## src/rtl/life_gen_sequencer.sv

```systemverilog
// Serial Game of Life generation engine: double-buffered grid, one cell per clock.
// Define LIFE_TORUS_EN for a toroidal grid; default build treats off-grid cells as dead.
module life_gen_sequencer #(
    parameter int GRID_W         = 16,
    parameter int GRID_H         = 16,
    parameter int IDX_W          = 8,
    parameter int FRAMES_PER_GEN = 60,
    parameter int GEN_W          = 16
) (
    input  logic             clk,
    input  logic             reset,
    input  logic             frame_tick,
    input  logic             run,
    input  logic             step_req,
    input  logic             seed_we,
    input  logic [IDX_W-1:0] seed_idx,
    input  logic             seed_val,
    input  logic             seed_clear,
    input  logic [IDX_W-1:0] disp_idx,
    output logic             disp_cell,
    output logic             busy,
    output logic             gen_done,
    output logic [GEN_W-1:0] gen_count
);

    localparam int NCELL = GRID_W * GRID_H;
    localparam int FC_W  = $clog2(FRAMES_PER_GEN + 1);

    typedef enum logic [1:0] {
        IDLE,
        COMPUTE,
        SWAP
    } state_t;

    state_t           state_q;
    logic [NCELL-1:0] bank_q [2];
    logic             bank_sel_q;
    logic [IDX_W-1:0] idx_q;
    logic [FC_W-1:0]  frame_cnt_q;
    logic             pending_q;
    logic             busy_q;
    logic             gen_done_q;
    logic [GEN_W-1:0] gen_count_q;

    logic [NCELL-1:0] active;
    logic [3:0]       n_cnt;
    logic             next_cell;
    logic             launch;
    logic             tick_wrap;
    int               nr;
    int               nc;
    logic             nb_ok;
    logic [IDX_W-1:0] nidx;

    assign active    = bank_q[bank_sel_q];
    assign disp_cell = active[disp_idx];
    assign busy      = busy_q;
    assign gen_done  = gen_done_q;
    assign gen_count = gen_count_q;

    assign launch    = (state_q == IDLE) && (pending_q || step_req);
    assign tick_wrap = frame_tick && (frame_cnt_q == FC_W'(FRAMES_PER_GEN - 1));

    // Neighbour count for the cell currently being computed
    always_comb begin
        n_cnt = 4'd0;
        nr    = 0;
        nc    = 0;
        nb_ok = 1'b0;
        nidx  = '0;
        for (int dy = -1; dy <= 1; dy++) begin
            for (int dx = -1; dx <= 1; dx++) begin
                if (!(dx == 0 && dy == 0)) begin
                    nr = int'(idx_q) / GRID_W + dy;
                    nc = int'(idx_q) % GRID_W + dx;
`ifdef LIFE_TORUS_EN
                    nr    = nr & (GRID_H - 1);
                    nc    = nc & (GRID_W - 1);
                    nb_ok = 1'b1;
`else
                    nb_ok = (nr >= 0) && (nr < GRID_H) &&
                            (nc >= 0) && (nc < GRID_W);
`endif
                    nidx = IDX_W'(nr * GRID_W + nc);
                    if (nb_ok && active[nidx]) begin
                        n_cnt = n_cnt + 4'd1;
                    end
                end
            end
        end
        next_cell = (n_cnt == 4'd3) | (active[idx_q] & (n_cnt == 4'd2));
    end

    always_ff @(posedge clk or posedge reset) begin
        if (reset) begin
            state_q     <= IDLE;
            bank_q[0]   <= '0;
            bank_q[1]   <= '0;
            bank_sel_q  <= 1'b0;
            idx_q       <= '0;
            frame_cnt_q <= '0;
            pending_q   <= 1'b0;
            busy_q      <= 1'b0;
            gen_done_q  <= 1'b0;
            gen_count_q <= '0;
        end else begin
            gen_done_q <= 1'b0;

            // A tick landing on the launch cycle re-arms pending
            if (!run) begin
                frame_cnt_q <= '0;
                pending_q   <= 1'b0;
            end else begin
                if (launch) begin
                    pending_q <= 1'b0;
                end
                if (tick_wrap) begin
                    frame_cnt_q <= '0;
                    pending_q   <= 1'b1;
                end else if (frame_tick) begin
                    frame_cnt_q <= frame_cnt_q + FC_W'(1);
                end
            end

            unique case (state_q)
                IDLE: begin
                    if (seed_clear) begin
                        bank_q[bank_sel_q] <= '0;
                    end else if (seed_we) begin
                        bank_q[bank_sel_q][seed_idx] <= seed_val;
                    end
                    if (launch) begin
                        state_q <= COMPUTE;
                        idx_q   <= '0;
                        busy_q  <= 1'b1;
                    end
                end
                COMPUTE: begin
                    bank_q[~bank_sel_q][idx_q] <= next_cell;
                    if (idx_q == IDX_W'(NCELL - 1)) begin
                        state_q <= SWAP;
                    end else begin
                        idx_q <= idx_q + IDX_W'(1);
                    end
                end
                SWAP: begin
                    bank_sel_q  <= ~bank_sel_q;
                    gen_count_q <= gen_count_q + GEN_W'(1);
                    gen_done_q  <= 1'b1;
                    busy_q      <= 1'b0;
                    state_q     <= IDLE;
                end
                default: state_q <= IDLE;
            endcase
        end
    end

endmodule

```

## config.mk

```make
export PLATFORM = sky130hd
export DESIGN_NAME = life_gen_sequencer
export DESIGN_NICKNAME = d
export VERILOG_FILES = /design/src/rtl/life_gen_sequencer.sv
export SDC_FILE = /design/constraint.sdc
export NUM_CORES = 2
export LEC_CHECK = 0
export BUFFER_PORTS_ARGS = -buffer_cell sky130_fd_sc_hd__buf_2
export CAP_MARGIN = 40
export CORE_MARGIN = 4
export CORE_UTILIZATION = 30
export CTS_CLUSTER_SIZE = 20
export DETAILED_ROUTE_END_ITERATION = 10
export GPL_ROUTABILITY_DRIVEN = 0
export PLACE_DENSITY = 0.47
export SETUP_SLACK_MARGIN = 0.05
export SLEW_MARGIN = 20
export SYNTH_ARGS = -nofsm -noshare
export SYNTH_HDL_FRONTEND = slang
export SYNTH_SLANG_ARGS = --single-unit
```

## constraint.sdc

```tcl
create_clock -name clk -period 24.5 [get_ports clk]
set_clock_uncertainty 0.2 [all_clocks]
set_input_delay 4.9 -clock clk [delete_from_list [all_inputs] [get_ports clk]]
set_output_delay 4.9 -clock clk [all_outputs]
set_load 0.005 [all_outputs]
```

---- After elaboration in Yosys (flattened, before gate mapping) ----
Index checks and enable logic that the tools add are counted.
cells by class
  add/sub/neg operators ................... 22
  magnitude comparators ................... 29
  multiplexer cells ....................... 61
  reductions and logical operators ........ 41
  bitwise operators ....................... 7
  equality and inequality tests ........... 12
operators by type and width
  operator                                             number
  two-way mux 256 bit                                  6
  bitwise mux 512 bit                                  2
  two-way mux 512 bit                                  2
  case mux 512 bit (2 select lines)                    1
  demux 256 bit (select 1 bit)                         3
  AND 512 bit                                          1
  inverter 512 bit                                     1
  < comparator 8 x 9 -> 1 bit, second input constant   11
  binary-select mux 1 bit (select 8 bit)               10
  logical AND 1 bit                                    33
  adder 4 x 1 -> 4 bit, second input constant          7
  two-way mux 4 bit                                    7
  adder 8 x 5 -> 8 bit                                 3
  adder 8 x 6 -> 8 bit                                 3
  two-way mux 1 bit                                    18
  two-way mux 6 bit                                    3
  adder 16 x 1 -> 16 bit, second input constant        1
  adder 8 bit                                          2
  demux 1 bit (select 8 bit)                           2
  >= comparator 8 x 1 -> 1 bit, second input constant  2
  two-way mux 8 bit                                    2
  case mux 8 bit (2 select lines)                      1
  adder 5 x 1 -> 6 bit, second input constant          2
  >= comparator 6 x 1 -> 1 bit, second input constant  2
  other kinds (31)                                     47
word-level totals
  register bits after elaboration ......... 548
  logic and storage cells ................. 182
  input port bits ......................... 24
  output and inout bits ................... 19

---- Longest topological paths before layout ----
  depth in word-level cells ............... 27
  depth in mapped cells ................... 49
  gate-level depth less buffers ........... 38

---- Worst setup path after synthesis ----
No wires, ideal clock.
  path kind ............................... input port to output port
  from .................................... in disp_idx[1]
  to ...................................... out disp_cell
  slack ................................... 11.494 ns
  data arrival time ....................... 7.906 ns
  data required time ...................... 19.400 ns
  cell stages on the path ................. 12
  path through ............................ clkbuf_1 buf_1 clkbuf_1 buf_1 nor2_1 o31a_1 a211oi_1 a211oi_1 a211oi_1 a21oi_1 mux4_2 inv_1
on the way
  word-level cells in the longest chain between the ends .. 2
ends and longest elaborated chain
  item                                     line  text
  start: declaration                       19    input logic [IDX_W-1:0] disp_idx,
  binary-select mux 1 bit (select 8 bit)   56    assign disp_cell = active[disp_idx];
  two-way mux 1 bit (not written as such)  56
  end: declaration                         20    output logic disp_cell,
No other way between the ends. The select of a mux whose other input is x is not followed.

---- Worst setup path in the final report ----
Same ends and word-level chain as after synthesis.

==> results.md <==
* Status: complete, no violations
* # resized after CTS at 0
* Die Wd at 434 microns
* Port Buf Inserts at 42
* DP HPWL at 202000 microns
* First-pass GRT wire length at 442000 microns
* Clock Latency Late Sink at 750 ps
* CP Max Fanout at 31
* Syn. warnings at 0
* Final slew viol count at 0
* Dpl cells at 8880
* Syn Inst Count at 7016
* Met2 WL at 128000 microns
* Most common cell after layout, fill and taps aside: a21oi_1
* Routed vias at 62300
* Clock H-tree levels at 3
* Crit share post-route at 0.570
* Starting Density at 0.302
* Register area share after synthesis at 0.252
* Clock Path Buffers at 3
* FMAX at 71.6 MHz
* DRT Pass-1 Iters at 6
* Grt total ovfl at 0
* Final setup viols at 0
* GRT Total Usage at 0.320
* Avg Cell Area, Syn at 7.77 sq um
* Total power at 10.3 mW
* Layout cell share with drive strength beyond 1 at 0.142
* RSZ-0062 raised after global routing: no
* Number of flops mapped to enable cells by yosys at 0
* Antenna violations before repair at 17
* Post-route DRC at 0
* Ranking of synthesized cells by area: dfrtp_1, mux2i_1, mux4_2
* Time the worst path needs with I/O delays and setup at 13960 ps
* Max-Cap Viols at 0
* WL met1 at 123000 microns
* Hold Vio Cnt, Final at 0
* Setup crit start kind: primary input
* Top cell type's share of synthesized area at 0.252
* PwrDens at 172 mW/mm^2
* Max layer used: met5
* Root Buffer: clkbuf_16
* Vias in the first global route at 57300
* Critical path data arrival time at 8860 ps
* Vias per Instance at 6.89
* FFs w/ async S/R, synth at 1.00
* Total negative slack at 0 ps
* VDD IR max at 1.09 mV
* Cell accounting for the most synthesized area: dfrtp_1
* Worst EP required at 19400 ps
* Worst-margin pin slew at 1500 ps
* Fillers at 18800
* Post-route ant nets at 0
* Final wirelength at 314000 microns
* WL met3 at 39600 microns
* Layout Cells excl Fill at 9037
* Most used DFF post-synth: dfrtp_1
* CTS Hold Bufs at 0
* Ports at 43
* Wire length per cell at 34.8 microns
* Die span in y at 434 microns
* Slew Limit Headroom at 0.00332
* Area Growth Syn to Fin at 9.92%
* # rows at 156
* Most frequent cells in the layout: a21oi_1, nand2_1, o21ai_0
* Core ar. at 0.181 sq mm
* TritonCTS buffer count at 76
* Synthesized area at 0.0545 sq mm
* CTS tree: done
* Number of DRC violations after detailed-routing iteration 0 at 9685
* Largest net degree at the start of global routing at 183
* Postcts setup bufs at 0
* P_leak at 20.9 nW
* Hold Path Class: reg -> reg
* Crit Path Class: in -> out
* CTS clock-pin slew for the worst setup and hold paths at 50 ps
* Library cells used by synthesis at 100
* Register bit total from synthesis at 548
* Post-synthesis net count at 7070
* CTS sink cnt at 548
* Crit end category: output port
* Die footprint at 0.189 sq mm
* Layout Nets at 6651
final cells by class:
class                   instances  area (sq um)  share of cell area
clock inverters                26           216             0.00361
well taps                    2370          2970              0.0495
inverters                      41           164             0.00274
repair buffers                304          2850              0.0475
multi-input cells            5626         37800               0.631
flip-flops and latches        548         13700               0.229
diodes                         13          32.5            0.000543
clock buffers                 109          2160              0.0360
per-layer routing:
layer | up-vias | GRT usage
li1 | 25500 | -
met1 | 31100 | 0.427
met2 | 4674 | 0.446
met3 | 1044 | 0.0911
met4 | 8 | 0.216
met5 | - | 0
report_power, final:
| group | switching [mW] | total (mW) | internal (mW) |
|---|---|---|---|
| logic | 5.87 | 7.78 | 1.91 |
| registers | 0.275 | 1.38 | 1.11 |
| clock network | 0.518 | 1.13 | 0.615 |
cell families (layout without fill, tap and decap cells):
| logic type | count (synthesis) | after routing | share of synthesized area |
|---|---|---|---|
| AO/OA/AOI/OAI | 2639 | 2639 | 0.296 |
| AND/OR/NAND/NOR | 2025 | 2025 | 0.158 |
| multiplexers | 877 | 877 | 0.214 |
| buffers and inverters | 842 | 480 | 0.0636 |
| flip-flops | 548 | 548 | 0.252 |
| XOR/XNOR | 55 | 55 | 0.0102 |
| adder cells (fa/ha/maj) | 30 | 30 | 0.00689 |
| other | 0 | 13 | 0 |
cells in the mapped netlist (20+ instances only):
cell type / number
a21oi_1: 797
nand2_1: 775
o21ai_0: 766
nor2_1: 707
clkbuf_1: 642
dfrtp_1: 548
mux2i_1: 486
a22oi_1: 354
mux4_2: 212
nand3_1: 201
a32oi_1: 194
mux2_2: 174
o22ai_1: 161
nor3_1: 147
a211oi_1: 86
o31ai_1: 63
buf_1: 57
buf_2: 55
and2_1: 34
inv_1: 31
a22o_1: 30
ha_1: 30
o21ai_1: 30
xnor2_1: 29
nand2b_1: 28
buf_4: 26
nand4_1: 25
nor2b_1: 25
xor2_1: 20
registers in the layout, indices dropped and copies added (netlist names):
name and flops:
state_q 2, gen_count 16, pending_q 1, bank_q 512
gen_done 1, bank_sel_q 1, frame_cnt_q 6, idx_q 8
busy 1
final timing paths:
| path | from | to | slack [ps] | cells past startpoint |
|---|---|---|---|---|
| max | disp_idx[1] | disp_cell | 10540 | 12 |
| max in group asynchronous | reset | gen_count[5] | 17530 | 7 |
| max reg2reg | idx_q[1] | bank_q[151] | 10920 | 39 |
| min reg2reg | gen_count[15] | gen_count[15] | 270 | 1 |
| min | gen_count[15] | gen_count[15] | 270 | 1 |
| min in group asynchronous | reset | bank_q[419] | 4060 | 2 |
metrics by stage:
step	hold slack, ps	area, sq um	setup WS [ps]	utilization
after CTS	275	59700	10570	0.330
after floorplan	253	54500	4080	-
after global routing	307	59900	10330	0.331
after global placement	258	56500	10480	0.313
final	272	59900	10540	0.331
after detailed placement	264	57400	10560	0.317
worst max-delay path: stages:
cell	delay (ps)
buf_6	90
buf_4	490
buf_4	570
buf_12	300
mux4_2	540
mux4_2	480
a211oi_1	360
a211oi_1	90
a21oi_1	350
mux4_2	390
inv_1	50
buf_2	160
(Power assumes the default switching activity.)
